## src/rtl/pump_safe_sequencer.sv

```systemverilog
// Pump/pressure startup interlock with reverse-order shutdown.
// Every wait is supervised by a timeout, and any sequence violation latches FAULT.
module pump_safe_sequencer #(
  parameter int SPINUP_TIMEOUT = 1000,
  parameter int RUNDOWN_CYCLES = 200,
  parameter int DECAY_TIMEOUT  = 1000
) (
  input  logic       System_Clock,
  input  logic       System_Reset,
  input  logic       Start_Request,
  input  logic       Stop_Request,
  input  logic       Fault_Clear,
  input  logic       Pressure_OK_Signal,
  output logic       Pump_ON_Signal,
  output logic       Master_Start,
  output logic       Fault,
  output logic [2:0] State,
  output logic       Sequence_Done
);

  localparam int MAX_A = (SPINUP_TIMEOUT > RUNDOWN_CYCLES) ? SPINUP_TIMEOUT : RUNDOWN_CYCLES;
  localparam int MAX_P = (MAX_A > DECAY_TIMEOUT) ? MAX_A : DECAY_TIMEOUT;
  localparam int CW    = (MAX_P > 1) ? $clog2(MAX_P) : 1;

  localparam logic [CW-1:0] SPINUP_LAST  = CW'(SPINUP_TIMEOUT - 1);
  localparam logic [CW-1:0] RUNDOWN_LAST = CW'(RUNDOWN_CYCLES - 1);
  localparam logic [CW-1:0] DECAY_LAST   = CW'(DECAY_TIMEOUT - 1);

  typedef enum logic [2:0] {
    IDLE    = 3'd0,
    SPINUP  = 3'd1,
    RUN     = 3'd2,
    RUNDOWN = 3'd3,
    DECAY   = 3'd4,
    FAULT   = 3'd5
  } state_t;

  state_t        state_q, state_d;
  logic [CW-1:0] cnt_q, cnt_d;
  logic          sync1_q, p_sync_q;
  logic          pump_q, pump_d;
  logic          master_q, master_d;
  logic          fault_q, fault_d;
  logic          done_q, done_d;

  always_comb begin
    state_d = state_q;
    case (state_q)
      IDLE: begin
        if (Start_Request && p_sync_q)          state_d = FAULT;
        else if (Start_Request && !Stop_Request) state_d = SPINUP;
      end
      SPINUP: begin
        if (Stop_Request)              state_d = DECAY;
        else if (p_sync_q)             state_d = RUN;
        else if (cnt_q == SPINUP_LAST) state_d = FAULT;
      end
      RUN: begin
        if (!p_sync_q)         state_d = FAULT;
        else if (Stop_Request) state_d = RUNDOWN;
      end
      RUNDOWN: begin
        if (cnt_q == RUNDOWN_LAST) state_d = DECAY;
      end
      DECAY: begin
        if (!p_sync_q)                state_d = IDLE;
        else if (cnt_q == DECAY_LAST) state_d = FAULT;
      end
      FAULT: begin
        if (Fault_Clear && !p_sync_q) state_d = IDLE;
      end
      default: state_d = FAULT;
    endcase

    // Counter restarts on any state change; it free-runs (and may wrap) where unused.
    cnt_d    = (state_d != state_q) ? '0 : cnt_q + 1'b1;
    pump_d   = (state_d == SPINUP) || (state_d == RUN) || (state_d == RUNDOWN);
    master_d = (state_d == RUN);
    fault_d  = (state_d == FAULT);
    done_d   = (state_q == DECAY) && (state_d == IDLE);
  end

  always_ff @(posedge System_Clock or posedge System_Reset) begin
    if (System_Reset) begin
      state_q  <= IDLE;
      cnt_q    <= '0;
      sync1_q  <= 1'b0;
      p_sync_q <= 1'b0;
      pump_q   <= 1'b0;
      master_q <= 1'b0;
      fault_q  <= 1'b0;
      done_q   <= 1'b0;
    end else begin
      state_q  <= state_d;
      cnt_q    <= cnt_d;
      sync1_q  <= Pressure_OK_Signal;
      p_sync_q <= sync1_q;
      pump_q   <= pump_d;
      master_q <= master_d;
      fault_q  <= fault_d;
      done_q   <= done_d;
    end
  end

  assign State          = state_q;
  assign Pump_ON_Signal = pump_q;
  assign Master_Start   = master_q;
  assign Fault          = fault_q;
  assign Sequence_Done  = done_q;

endmodule

```

## config.mk

```make
export PLATFORM = sky130hd
export DESIGN_NAME = pump_safe_sequencer
export DESIGN_NICKNAME = d
export VERILOG_FILES = /design/src/rtl/pump_safe_sequencer.sv
export SDC_FILE = /design/constraint.sdc
export NUM_CORES = 1
export LEC_CHECK = 0
export CAP_MARGIN = 40
export CORE_MARGIN = 2
export CORE_UTILIZATION = 25
export CTS_CLUSTER_DIAMETER = 200
export DETAILED_ROUTE_END_ITERATION = 10
export GPL_TIMING_DRIVEN = 0
export PLACE_DENSITY_LB_ADDON = 0.2
export SYNTH_ARGS = -nofsm -noshare
export SYNTH_HDL_FRONTEND = slang
export SYNTH_SLANG_ARGS = --single-unit
```

## constraint.sdc

```tcl
create_clock -name System_Clock -period 2 [get_ports System_Clock]
set_input_delay 0.5 -clock System_Clock [delete_from_list [all_inputs] [get_ports System_Clock]]
set_output_delay 0.5 -clock System_Clock [all_outputs]
set_load 0.005 [all_outputs]
```

# Word-level counts from Yosys, hierarchy flattened
# Index checks and enable logic that the tools add are counted.
dict set report totals {
  rom_bits 0
  input_bits 6
  mem_bits_rw 0
  word_cells 43
  memories 0
  ff_bits 19
  output_inout_bits 7
  latch_bits 0
}
dict set report op_classes {
  n_addsub 1
  n_reduce_logical 10
  muxes 12
  multipliers 0
  div 0
  shift 0
  n_bitwise 0
  order_cmp 0
  n_eq_ne 12
}
# operator n
set op_table {}
lappend op_table {{$mux 3} 10}
lappend op_table {{$pmux 3 s6} 1}
lappend op_table {{$eq 3x2->1 const B} 4}
lappend op_table {{$add 10x1->10 const B} 1}
lappend op_table {{$eq 10x10->1 const B} 1}
lappend op_table {{$eq 10x8->1 const B} 1}
lappend op_table {{$mux 10} 1}
lappend op_table {{$eq 3x3->1 const B} 3}
lappend op_table {{$eq 3x1->1 const B} 2}
lappend op_table {{$logic_not 3->1} 2}
lappend op_table {{$logic_and 1x1->1} 4}
lappend op_table {{$ne 3x3->1} 1}
lappend op_table {{$logic_not 1->1} 2}
lappend op_table {{$logic_or 1x1->1} 2}

# Longest topological paths before layout
dict set report depth {
  depth_word 8
  mapped_depth 7
  depth_no_buf 7
}

# Worst setup path before layout
# Ideal clock, no wire load.
dict set report synth_timing {
  path_kind {register to register}
  startpoint {reg state_q[2], in the netlist State[2]}
  endpoint {reg cnt_q[2]}
  path_stages_with_launch 8
  path_slack_ns 0.290
  synth_period_minus_slack_ns 1.710
  setup_time_ns 0.143
  required_time_ns 1.857
  arrival_ns 1.567
  path_buffers 2
  path_cell_list {dfrtp_1 > buf_2 > or3b_2 > o311a_1 > a211oi_1 > a21o_1 > buf_6 > nor4_1}
}
dict set report synth_via {
  elab_chain_cells 6
  elab_cells_between_ends 19
  cone_classes {eq/ne (6); mux (12); reduce/logical (1)}
}
# element line_no
set synth_rtl {}
lappend synth_rtl {{from (decl)} 38} ;# state_t state_q, state_d;
lappend synth_rtl {{from (signal assigned)} 94} ;# state_q <= state_d;
lappend synth_rtl {{$mux 3} {56, 67}}
lappend synth_rtl {{$mux 3} 55} ;# else if (p_sync_q) state_d = RUN;
lappend synth_rtl {{$mux 3} 54} ;# if (Stop_Request) state_d = DECAY;
lappend synth_rtl {{$pmux 3 s6} 48} ;# case (state_q)
lappend synth_rtl {{$ne 3x3->1 *} 76} ;# cnt_d = (state_d != state_q) ? '0 : cnt_q + 1'b1;
lappend synth_rtl {{$mux 10 *} 76}
lappend synth_rtl {{net cnt_d[2]} 39} ;# logic [CW-1:0] cnt_q, cnt_d;
lappend synth_rtl {{to (signal assigned)} 95} ;# cnt_q <= cnt_d;
lappend synth_rtl {{to (decl)} 39}
# The timed path passes the listed nets; every way through them passes the cells marked *.

# Worst setup path after layout
dict set report layout_timing {
  startpoint {reg cnt_q[5]}
  endpoint {reg cnt_q[3]}
}
dict set report layout_via {
  elab_chain_cells 7
  elab_cells_between_ends 10
  cone_classes {eq/ne (3); mux (7)}
}
# element line_no
set layout_rtl {}
lappend layout_rtl {{$eq 10x10->1} {56, 67}}
lappend layout_rtl {{$mux 3} {56, 67}}
lappend layout_rtl {{$mux 3} 55}
lappend layout_rtl {{$mux 3} 54}
lappend layout_rtl {{$pmux 3 s6 *} 48}
lappend layout_rtl {{$ne 3x3->1 *} 76}
lappend layout_rtl {{$mux 10 *} 76}
lappend layout_rtl {{net cnt_d[3]} 39}
# Marked as above.

==> flow_metrics.tcl <==
set metrics [dict create \
    final.min_clock_period_ns 1.899 \
    post_route_cells_drive_above_1_share 0.1935 \
    drc_errors 0 \
    fin_area_um2 1320 \
    cts.hold.buffers_added 0 \
    start_util 0.2574 \
    power.density_cell_area_nw_per_um2 1121 \
    irDropWorstVdd_v 0.0004894 \
    slew_viol_final 0 \
    average_wire_per_cell_in_the_routed_design_um 13.01 \
    detailroute.via_count 861 \
    clk_latency_ns 0.26 \
    max_slew_margin 0.5201 \
    switchingPower_mw 0.5694 \
    synth.cell_area_um2 1022 \
    switching_share 0.3846 \
    setup_violations 0 \
    max_freq_ghz 0.5266 \
    finalClockSkew_ns 0.003103 \
    hold_viol_final 0 \
    cts_max_path_buffers 2 \
    yosys.area.top_type_share 0.4651 \
    synthTopCellsByArea "dfrtp_1 47%, nor4_1 7.3%, xnor2_1 6.0%, inv_1 3.3%, nand3_1 2.4%" \
    outcome "finished clean" \
    clock_tree.root_cell "clkbuf_8" \
    power_share_of_the_sequential_group 0.338 \
    cts_made_buffers 3 \
    worst-slew-pin-transition_ns 0.7190 \
    syn-num-nets 110 \
    worst_hold_path.num_cells 0 \
    clock_tree_from_tritoncts "yes" \
    setup.worst_path.class "register to register" \
    ys_dominant_reg_cell "dfrtp_1" \
    post-synth-top-count-cell "dfrtp_1" \
    cell_count_final_fillers_out 174 \
    grt.overflow.total 0 \
    coreArea_um2 3971 \
    worstPathCellList "or3_1 -> o31a_1 -> a211oi_2 -> a21o_1 -> buf_6 -> nor4_1" \
    p_int_mw 0.9110 \
    grt_start_max_net_pins 20 \
    synth_cell_type_count 39 \
    die_outline_area_um2 4617 \
    critPathCaptureType "register" \
    delay_of_the_slowest_cell_on_the_worst_path_ns 0.41 \
    total_leakage_power_nw 0.5576 \
    reg2reg_slack_ns 0.10 \
    grt_pass1_vias 831 \
    power_frac_comb 0.478 \
    num-nets-final 132 \
    synth-edff-count 0 \
    drtIter0Drc 85 \
    die_h_um 67.95 \
    crit_path_max_fanout 10 \
    die_x_um 67.95 \
    dpl-instance-area_um2 1205 \
    synth-async-reset-ratio 1.000 \
    postSynthRegisterBits 19 \
    p_clk_frac 0.185 \
    antenna_found_initial 0 \
    gr-usage-all-layers 0.1092 \
    cp.arrival_ns 2.01 \
    io_buffers 12 \
    syn_avg_cell_area_um2 9.925 \
    rr_worst_depth 6 \
    floorplan.io_pins 13 \
    core.rowCount 23 \
    max_cap_violations 0 \
    diodes 0 \
    syn_inst 103 \
    clk_pin_slew_ns 0.08 \
    ys_top_cells_by_count "19 x dfrtp_1, 12 x nor4_1, 9 x inv_1" \
    route.final.wire_length_mm 2.264 \
    place_inst 165 \
    synth_top_area_cell "dfrtp_1" \
    detailedPlacementHpwl_mm 1.636 \
    drtAntennaViolNets 0 \
    post-route-period-util 0.9494 \
    crit_path_start_kind "register" \
    area_delta_synth_final_pct 29.13 \
    clock_sinks 19 \
    h-tree-depth 1 \
    min_path_type "register to register" \
    global_route_wire_length_before_repair_mm 3.808 \
    routabilityCongestion 0.8404 \
    dr.pass1.iters 4 \
    vias_per_cell 4.948 \
    slowest_stage "dfrtp_1" \
    worstPathRequired_ns 2.12 \
    synth_seq_area_share 0.4651 \
    synth-warning-count 0 \
]
-- path summary, 6_finish.rpt --
| check | from | to |
|---|---|---|
| max | cnt_q[5] | cnt_q[3] |
| min in group asynchronous | System_Reset | Fault |
| min | sync1_q | p_sync_q |
| max reg2reg | cnt_q[5] | cnt_q[3] |
| max in group asynchronous | System_Reset | Pump_ON_Signal |
| min reg2reg | sync1_q | p_sync_q |
-- worst max-delay path, delay by kind of cell (launching register included) --
| family | cells | cell delay, ns |
|---|---|---|
| compound gates | 3 | 0.74 |
| flops | 1 | 0.41 |
| buf+inv | 1 | 0.14 |
| simple gates | 2 | 0.45 |
-- stage by stage --
stage	hold WS (ns)	setup slack (ns)	util	TNS (ns)	power, mW
final	0.3561	0.1011	0.3324	0	1.480
after global routing	0.3723	-0.006118	0.3324	-0.006118	1.586
after CTS	0.3555	0.02652	0.3157	0	1.468
after detailed placement	0.3365	-0.2135	0.3034	-2.212	1.185
after global placement	0.3327	-0.2075	0.3034	-2.196	1.184
after floorplan	0.3312	0.2900	-	0	0.9627
-- area by class of cell --
cell class	count	area [µm²]
buffer	5	33.78
clock buffer	3	41.29
clock inverter	1	7.507
fill	425	2651
inverter	10	37.54
multi-input combinational	69	501.7
sequential	19	475.5
tap	50	62.56
timing repair buffer	17	160.2
-- registers in the layout, indices dropped and copies added (netlist names) --
| signal | count |
|---|---|
| Fault | 1 |
| Master_Start | 1 |
| Pump_ON_Signal | 1 |
| Sequence_Done | 1 |
| State | 3 |
| cnt_q | 10 |
| p_sync_q | 1 |
| sync1_q | 1 |
-- logic make-up (layout without fill, tap and decap cells) --
family / after synthesis / in the layout / share of synthesized area
AND/OR/NAND/NOR: 41 / 41 / 0.2375
adder cells (fa/ha/maj): 1 / 1 / 0.01224
buffers and inverters: 15 / 36 / 0.06976
XOR/XNOR: 8 / 8 / 0.06855
flip-flops: 19 / 19 / 0.4651
AO/OA/AOI/OAI: 19 / 19 / 0.1469
-- repair_timing --
action / in CTS / in global routing
buffers inserted: 0 / 5
setup endpoints to repair: 0 / 10
resized for setup: 0 / 6
endpoints found under the hold margin: 0 / 0
-- cells in the final DEF, fill, tap and decap left out, types with 2 or more instances in the layout --
| master | instances |
|---|---|
| nand3_1 | 5 |
| buf_2 | 3 |
| buf_4 | 6 |
| nand2_1 | 3 |
| nor3_1 | 4 |
| a31oi_1 | 2 |
| nor2b_1 | 2 |
| and3_1 | 3 |
| clkbuf_8 | 3 |
| xnor2_1 | 7 |
| nor2_1 | 4 |
| a211oi_2 | 2 |
| clkdlybuf4s50_1 | 11 |
| dfrtp_1 | 19 |
| inv_1 | 9 |
| nand4bb_1 | 2 |
| nor4_2 | 2 |
| a21oi_1 | 2 |
| nor4_1 | 10 |
-- routing by layer --
| metal | vias to the layer above | global-route usage | routed length (µm) |
|---|---|---|---|
| met5 | - | 0 | 0 |
| met1 | 430 | 0.1394 | 1095 |
| met2 | 12 | 0.1796 | 1060 |
| met4 | 0 | 0.03000 | 23 |
| met3 | 2 | 0.03125 | 85 |
| li1 | 417 | - | - |
-- power groups by stage --
stage               Sequential (mW)  Clock [mW]  Combinational, mW
finish                        0.500       0.273              0.707
global route                  0.511       0.300              0.775
CTS                           0.500       0.289              0.679
detailed placement            0.508           0              0.677
global placement              0.505           0              0.679
floorplan                     0.506           0              0.456
(Power assumes the default switching activity.)
